--- src/rtl/sys_cmd_ctrl.sv ---
// sys_cmd_ctrl: command sequencer between the UART RX byte stream, the
// register file, the ALU and the TX FIFO (REF_CLK domain).
//
// Opcodes: 0xAA RF write (addr, data), 0xBB RF read (addr),
//          0xCC ALU with operands (A, B, func), 0xDD ALU on RF[0]/RF[1] (func).
//
// Ports
//   CLK, RST               clock; synchronous active-low reset
//   RX_P_DATA, RX_D_VLD    received byte and its one-cycle valid
//   RF_ADDR, RF_WR_EN, RF_WR_DATA, RF_RD_EN   register file request
//   RF_RD_DATA, RF_RD_VLD  register file read response
//   ALU_FUNC, ALU_EN, CLK_GATE_EN             ALU request / clock gate
//   ALU_OUT, ALU_OUT_VLD   ALU result
//   TX_P_DATA, TX_D_VLD    byte write into the TX FIFO
//   FIFO_FULL              TX FIFO back-pressure
//   CMD_ERR                one-cycle pulse on bad opcode (or inter-byte timeout)
//
// Optional feature macro: SYS_CMD_TIMEOUT_EN enables the inter-byte timeout.
//
// state     | meaning
// ----------+---------------------------------------------------
// IDLE      | waiting for an opcode byte
// WR_ADDR   | 0xAA: waiting for address byte
// WR_DATA   | 0xAA: waiting for data byte
// RD_ADDR   | 0xBB: waiting for address byte
// RD_WAIT   | RF read strobe issued, waiting for RF_RD_VLD
// OP_A      | 0xCC: waiting for operand A
// OP_B      | 0xCC: waiting for operand B
// FUNC      | waiting for ALU function byte
// RF_OPA    | RF[0] <= A write strobe active
// RF_OPB    | RF[1] <= B write strobe active
// ALU_START | ALU_EN strobe active
// ALU_WAIT  | waiting for ALU_OUT_VLD
// TX_B0     | sending low (or only) response byte
// TX_B1     | sending high response byte
module sys_cmd_ctrl #(
    parameter int DATA_WIDTH     = 8,
    parameter int ADDR_WIDTH     = 4,
    parameter int ALU_FUNC_WIDTH = 4,
    parameter int TIMEOUT_CYCLES = 4096
) (
    input  logic                      CLK,
    input  logic                      RST,
    input  logic [DATA_WIDTH-1:0]     RX_P_DATA,
    input  logic                      RX_D_VLD,
    output logic [ADDR_WIDTH-1:0]     RF_ADDR,
    output logic                      RF_WR_EN,
    output logic [DATA_WIDTH-1:0]     RF_WR_DATA,
    output logic                      RF_RD_EN,
    input  logic [DATA_WIDTH-1:0]     RF_RD_DATA,
    input  logic                      RF_RD_VLD,
    output logic [ALU_FUNC_WIDTH-1:0] ALU_FUNC,
    output logic                      ALU_EN,
    output logic                      CLK_GATE_EN,
    input  logic [2*DATA_WIDTH-1:0]   ALU_OUT,
    input  logic                      ALU_OUT_VLD,
    output logic [DATA_WIDTH-1:0]     TX_P_DATA,
    output logic                      TX_D_VLD,
    input  logic                      FIFO_FULL,
    output logic                      CMD_ERR
);

    typedef enum logic [3:0] {
        IDLE, WR_ADDR, WR_DATA, RD_ADDR, RD_WAIT, OP_A, OP_B, FUNC,
        RF_OPA, RF_OPB, ALU_START, ALU_WAIT, TX_B0, TX_B1
    } state_t;

    localparam logic [DATA_WIDTH-1:0] OPC_WR  = DATA_WIDTH'(8'hAA);
    localparam logic [DATA_WIDTH-1:0] OPC_RD  = DATA_WIDTH'(8'hBB);
    localparam logic [DATA_WIDTH-1:0] OPC_ALU = DATA_WIDTH'(8'hCC);
    localparam logic [DATA_WIDTH-1:0] OPC_ALN = DATA_WIDTH'(8'hDD);

    state_t                    state, state_d;
    logic [ADDR_WIDTH-1:0]     addr_q, addr_d;
    logic [DATA_WIDTH-1:0]     opa_q, opa_d, opb_q, opb_d;
    logic [2*DATA_WIDTH-1:0]   result_q, result_d;
    logic                      with_ops_q, with_ops_d;
    logic                      two_byte_q, two_byte_d;

    logic [ADDR_WIDTH-1:0]     rf_addr_d;
    logic                      rf_wr_en_d, rf_rd_en_d, alu_en_d, tx_d_vld_d, cmd_err_d;
    logic                      clk_gate_en_d;
    logic [DATA_WIDTH-1:0]     rf_wr_data_d, tx_p_data_d;
    logic [ALU_FUNC_WIDTH-1:0] alu_func_d;

`ifdef SYS_CMD_TIMEOUT_EN
    localparam int TMO_W = $clog2(TIMEOUT_CYCLES + 1);
    logic [TMO_W-1:0] tmo_cnt, tmo_cnt_d;
    logic             wait_st;
`else
    // Keeps the parameter referenced in builds without the timer.
    logic unused_tmo_cfg;
    assign unused_tmo_cfg = (TIMEOUT_CYCLES > 0);
`endif

    always_comb begin
        state_d       = state;
        addr_d        = addr_q;
        opa_d         = opa_q;
        opb_d         = opb_q;
        result_d      = result_q;
        with_ops_d    = with_ops_q;
        two_byte_d    = two_byte_q;
        rf_addr_d     = RF_ADDR;
        rf_wr_data_d  = RF_WR_DATA;
        alu_func_d    = ALU_FUNC;
        tx_p_data_d   = TX_P_DATA;
        rf_wr_en_d    = 1'b0;
        rf_rd_en_d    = 1'b0;
        alu_en_d      = 1'b0;
        tx_d_vld_d    = 1'b0;
        cmd_err_d     = 1'b0;
`ifdef SYS_CMD_TIMEOUT_EN
        wait_st       = 1'b0;
        tmo_cnt_d     = '0;
`endif

        case (state)
            IDLE: if (RX_D_VLD) begin
                case (RX_P_DATA)
                    OPC_WR:  state_d = WR_ADDR;
                    OPC_RD:  state_d = RD_ADDR;
                    OPC_ALU: begin state_d = OP_A; with_ops_d = 1'b1; end
                    OPC_ALN: begin state_d = FUNC; with_ops_d = 1'b0; end
                    default: cmd_err_d = 1'b1;
                endcase
            end
            WR_ADDR: if (RX_D_VLD) begin
                addr_d  = RX_P_DATA[ADDR_WIDTH-1:0];
                state_d = WR_DATA;
            end
            WR_DATA: if (RX_D_VLD) begin
                rf_addr_d    = addr_q;
                rf_wr_data_d = RX_P_DATA;
                rf_wr_en_d   = 1'b1;
                state_d      = IDLE;
            end
            RD_ADDR: if (RX_D_VLD) begin
                rf_addr_d  = RX_P_DATA[ADDR_WIDTH-1:0];
                rf_rd_en_d = 1'b1;
                state_d    = RD_WAIT;
            end
            RD_WAIT: if (RF_RD_VLD) begin
                result_d    = {{DATA_WIDTH{1'b0}}, RF_RD_DATA};
                tx_p_data_d = RF_RD_DATA;
                two_byte_d  = 1'b0;
                state_d     = TX_B0;
            end
            OP_A: if (RX_D_VLD) begin
                opa_d   = RX_P_DATA;
                state_d = OP_B;
            end
            OP_B: if (RX_D_VLD) begin
                opb_d   = RX_P_DATA;
                state_d = FUNC;
            end
            FUNC: if (RX_D_VLD) begin
                alu_func_d = RX_P_DATA[ALU_FUNC_WIDTH-1:0];
                if (with_ops_q) begin
                    // Operands reach the RF only once the frame is complete.
                    rf_addr_d    = '0;
                    rf_wr_data_d = opa_q;
                    rf_wr_en_d   = 1'b1;
                    state_d      = RF_OPA;
                end else begin
                    alu_en_d = 1'b1;
                    state_d  = ALU_START;
                end
            end
            RF_OPA: begin
                rf_addr_d    = ADDR_WIDTH'(1);
                rf_wr_data_d = opb_q;
                rf_wr_en_d   = 1'b1;
                state_d      = RF_OPB;
            end
            RF_OPB: begin
                alu_en_d = 1'b1;
                state_d  = ALU_START;
            end
            ALU_START: state_d = ALU_WAIT;
            ALU_WAIT: if (ALU_OUT_VLD) begin
                result_d    = ALU_OUT;
                tx_p_data_d = ALU_OUT[DATA_WIDTH-1:0];
                two_byte_d  = 1'b1;
                state_d     = TX_B0;
            end
            // The FIFO write pulse follows the cycle in which FIFO_FULL was low.
            TX_B0: if (!FIFO_FULL) begin
                tx_p_data_d = result_q[DATA_WIDTH-1:0];
                tx_d_vld_d  = 1'b1;
                state_d     = two_byte_q ? TX_B1 : IDLE;
            end
            TX_B1: if (!FIFO_FULL) begin
                tx_p_data_d = result_q[2*DATA_WIDTH-1:DATA_WIDTH];
                tx_d_vld_d  = 1'b1;
                state_d     = IDLE;
            end
            default: state_d = IDLE;
        endcase

`ifdef SYS_CMD_TIMEOUT_EN
        wait_st = (state == WR_ADDR) || (state == WR_DATA) || (state == RD_ADDR) ||
                  (state == OP_A) || (state == OP_B) || (state == FUNC);
        if (wait_st && !RX_D_VLD && (tmo_cnt == TMO_W'(TIMEOUT_CYCLES))) begin
            state_d   = IDLE;
            cmd_err_d = 1'b1;
        end
        tmo_cnt_d = (!wait_st || RX_D_VLD || (state_d != state)) ? '0 : tmo_cnt + TMO_W'(1);
`endif

        clk_gate_en_d = (state_d == RF_OPA) || (state_d == RF_OPB) ||
                        (state_d == ALU_START) || (state_d == ALU_WAIT);
    end

    always_ff @(posedge CLK) begin
        if (!RST) begin
            state       <= IDLE;
            addr_q      <= '0;
            opa_q       <= '0;
            opb_q       <= '0;
            result_q    <= '0;
            with_ops_q  <= 1'b0;
            two_byte_q  <= 1'b0;
            RF_ADDR     <= '0;
            RF_WR_EN    <= 1'b0;
            RF_WR_DATA  <= '0;
            RF_RD_EN    <= 1'b0;
            ALU_FUNC    <= '0;
            ALU_EN      <= 1'b0;
            CLK_GATE_EN <= 1'b0;
            TX_P_DATA   <= '0;
            TX_D_VLD    <= 1'b0;
            CMD_ERR     <= 1'b0;
`ifdef SYS_CMD_TIMEOUT_EN
            tmo_cnt     <= '0;
`endif
        end else begin
            state       <= state_d;
            addr_q      <= addr_d;
            opa_q       <= opa_d;
            opb_q       <= opb_d;
            result_q    <= result_d;
            with_ops_q  <= with_ops_d;
            two_byte_q  <= two_byte_d;
            RF_ADDR     <= rf_addr_d;
            RF_WR_EN    <= rf_wr_en_d;
            RF_WR_DATA  <= rf_wr_data_d;
            RF_RD_EN    <= rf_rd_en_d;
            ALU_FUNC    <= alu_func_d;
            ALU_EN      <= alu_en_d;
            CLK_GATE_EN <= clk_gate_en_d;
            TX_P_DATA   <= tx_p_data_d;
            TX_D_VLD    <= tx_d_vld_d;
            CMD_ERR     <= cmd_err_d;
`ifdef SYS_CMD_TIMEOUT_EN
            tmo_cnt     <= tmo_cnt_d;
`endif
        end
    end

endmodule

--- config.mk ---
export PLATFORM = sky130hd
export DESIGN_NAME = sys_cmd_ctrl
export DESIGN_NICKNAME = d
export VERILOG_FILES = /design/src/rtl/sys_cmd_ctrl.sv
export SDC_FILE = /design/constraint.sdc
export NUM_CORES = 1
export LEC_CHECK = 0
export CAP_MARGIN = 20
export CORE_MARGIN = 4
export CORE_UTILIZATION = 50
export CTS_CLUSTER_SIZE = 10
export DETAILED_ROUTE_END_ITERATION = 10
export PLACE_DENSITY = 0.74
export SLEW_MARGIN = 20
export SYNTH_ARGS = -nofsm -noshare
export SYNTH_HDL_FRONTEND = slang
export SYNTH_SLANG_ARGS = --single-unit
--- constraint.sdc ---
create_clock -name CLK -period 3.2 [get_ports CLK]
set_input_delay 0.32 -clock CLK [delete_from_list [all_inputs] [get_ports CLK]]
set_output_delay 0.32 -clock CLK [all_outputs]
set_load 0.01 [all_outputs]
==> flow_summary_export.csv <==
group,metric,value,unit
run_status,outcome,"completed",
global_route,grt_overflow_total,0,
sta,hold_slack,453,ps
sta,worst-slew-pin-transition,896,ps
place,hpwl,6150,um
yosys,yosysTopAreaCellShare,41.5,%
finish,drive_gt1_share,8.83,%
finish,fillerInstances,584,
setup_path,worstPathRequired,3450,ps
place,io_buffer_count,67,
floorplanning,die_h,91.3,um
yosys,synthArstFlopShare,0,%
setup_path,endpoint_kind,"flip-flop",
detailed_routing,vias_per_cell,5.82,
clock_network,cts_buffers,9,
floorplanning,start_util,51.4,%
sta,fmax,0.432,GHz
finish,finalNetCount,486,
job,drv_cap,0,
yosys,netlist_instances,393,
finish,fin_util,64.3,%
detailed_routing,antenna_left,0,
setup_path,path_class,"reg2reg",
yosys,yosysSeqAreaShare,41.5,%
yosys,yosys_warnings,0,
clock_network,cts_tree,"built",
yosys,syn-num-nets,431,
detailed_routing,drcViolationCount,0,
sta,rsz0062_at_grt,"no",
global_route,antenna_found_initial,0,
sta,finalSetupViolations,0,
min_path,min_path_type,"reg2reg",
detailed_routing,wl_per_cell,16.6,um
clock_network,post_cts.repair.setup_buffers,0,
finish,multiInputGateArea,0.00185,mm2
yosys,yosys-top-cells-area,"dfxtp_1 42%, mux2i_1 8.9%, nor2_1 6.9%",
finish,ff_latch_area,0.00144,mm2
sta,setup_tns,0,ps
global_route,track_usage,22.4,%
yosys,synth_cell_type_count,53,
clock_network,clock-sinks,72,
floorplanning,ios,68,
global_route,grt_max_degree,47,
detailed_routing,routed_wl,8870,um
floorplanning,design.die.area,0.00834,mm2
yosys,synth.ff_latch_count,72,
clock_network,cts_root_buffer,"clkbuf_8",
finish,areaGrowthSynthToFinish,25.2,%
sta,period_share,72.4,%
power,p_per_area,394,mW/mm2
setup_path,critPathMaxFanout,24,
detailed_routing,firstDrtPassIters,4,
floorplanning,num_rows,30,
finish,antennaDiodeCount,0,
yosys,ys.flop_type,"dfxtp_1",
place,pre_cts_ws,908,ps
setup_path,startpoint_type,"flip-flop",
setup_path,arrival,2560,ps
sta,fin_ws,883,ps
sta,fin_skew,10.9,ps
finish,final_cell_mix,"72 x dfxtp_1, 67 x clkdlybuf4s50_1, 64 x nor2_1",
place,place.gp.congestion,0.901,
yosys,synth.largest_area_cell,"dfxtp_1",
global_route,grt_pass1_wl,15000,um
sta,slew_headroom,40.2,%
yosys,syn_area,0.00347,mm2
floorplanning,core-area,0.00676,mm2
detailed_routing,vias,3104,
sta,hold_viol_final,0,
yosys,synth_edf_count,0,
power,leakage,1.50,nW
clock_network,htreeDepth,3,
yosys,avgSynthCellArea,8.83,um2
sta,slew_viol_final,0,
clock_network,cts_max_path_buffers,2,
finish,layout_commonest_cell,"dfxtp_1",
detailed_routing,drt-initial-drc-count,194,
clock_network,postCtsResizedCells,0,
floorplanning,fp.dieW,91.3,um
clock_network,cts_hold_buffers,0,
sta,min_period,2320,ps
clock_network,path_clk_slew,80,ps
global_route,grt_pass1_vias,3061,
power,ir_drop,0.235,mV
clock_network,clock_latency,350,ps
## layer usage
metal / up-vias / wire [um] / global-route usage (%)
li1: 1540 / - / -
met1: 1472 / 4100 / 30.7
met2: 79 / 4170 / 34.5
met3: 13 / 427 / 4.06
met4: 0 / 163 / 9.42
met5: - / 0 / 0
## worst max-delay path, cell delays in order, from the launching register on
cell      delay, ps
dfxtp_1         850
or4b_4          580
o22ai_4         400
nor2_1           80
a311oi_1        300
## Yosys cell counts (3+ instances only)
library cell  count
dfxtp_1          72
a221oi_1          7
o31ai_1           7
nor3_1            5
a31oi_1           5
nor2_1           64
or2_2             4
mux2i_1          31
nand2b_1          4
a311oi_1         17
clkbuf_1         14
nor2b_1           7
buf_4             3
o21ai_0           3
buf_2             9
and4b_1           3
nor4bb_1          3
nor3b_1           4
a22oi_1          16
inv_1             8
nand3b_1          4
a21oi_1          17
nand2_1          38
or3_1             3
nand3_1           7
o22ai_1           6
## sequential cells by signal (all words and copies together) (netlist names)
register     cells
result_q        16
RF_WR_DATA       8
TX_P_DATA        8
opa_q            8
opb_q            8
ALU_FUNC         4
RF_ADDR          4
addr_q           4
state            4
ALU_EN           1
CLK_GATE_EN      1
CMD_ERR          1
RF_RD_EN         1
RF_WR_EN         1
TX_D_VLD         1
two_byte_q       1
with_ops_q       1
## report_power, final
group          internal (W)  switching [W]
sequential         0.000897     0.00000194
clock              0.000345       0.000349
combinational     0.0000618      0.0000558
## worst paths after layout
kind / from / end / slack [ps] / cells after the start
hold reg to reg: RF_ADDR[0]$_SDFFE_PN0P_ / RF_ADDR[0]$_SDFFE_PN0P_ / 450 / 2
setup reg to reg: state[2]$_SDFF_PN0_ / result_q[4]$_SDFFE_PN0P_ / 880 / 4
hold / removal: RF_ADDR[0]$_SDFFE_PN0P_ / RF_ADDR[0]$_SDFFE_PN0P_ / 450 / 2
setup / recovery: state[2]$_SDFF_PN0_ / result_q[4]$_SDFFE_PN0P_ / 880 / 4
## area by class of cell
type | count | share of cell area (%)
Sequential cell | 72 | 33.2
Multi-Input combinational cell | 284 | 42.7
Clock inverter | 4 | 0.605
Timing Repair Buffer | 73 | 16.8
Tap cell | 80 | 2.30
Clock buffer | 12 | 3.80
Inverter | 8 | 0.691
## per-stage QoR
stage          power (W)  cells  instance area, um2
6_report         0.00171    533                4350
5_1_grt          0.00177    533                4350
4_1_cts          0.00172    533                4350
3_5_place_dp     0.00104    517                4150
3_3_place_gp     0.00104    517                4150
2_1_floorplan   0.000964    393                3470
## kinds of logic (layout without fill, tap and decap cells)
family / count (synthesis) / count (layout) / synth area share, %
XOR/XNOR: 2 / 2 / 0.505
buffers and inverters: 37 / 97 / 5.08
multiplexers: 31 / 31 / 8.94
AO/OA/AOI/OAI: 93 / 93 / 20.5
flip-flops: 72 / 72 / 41.5
AND/OR/NAND/NOR: 158 / 158 / 23.5
(Power assumes the default switching activity.)
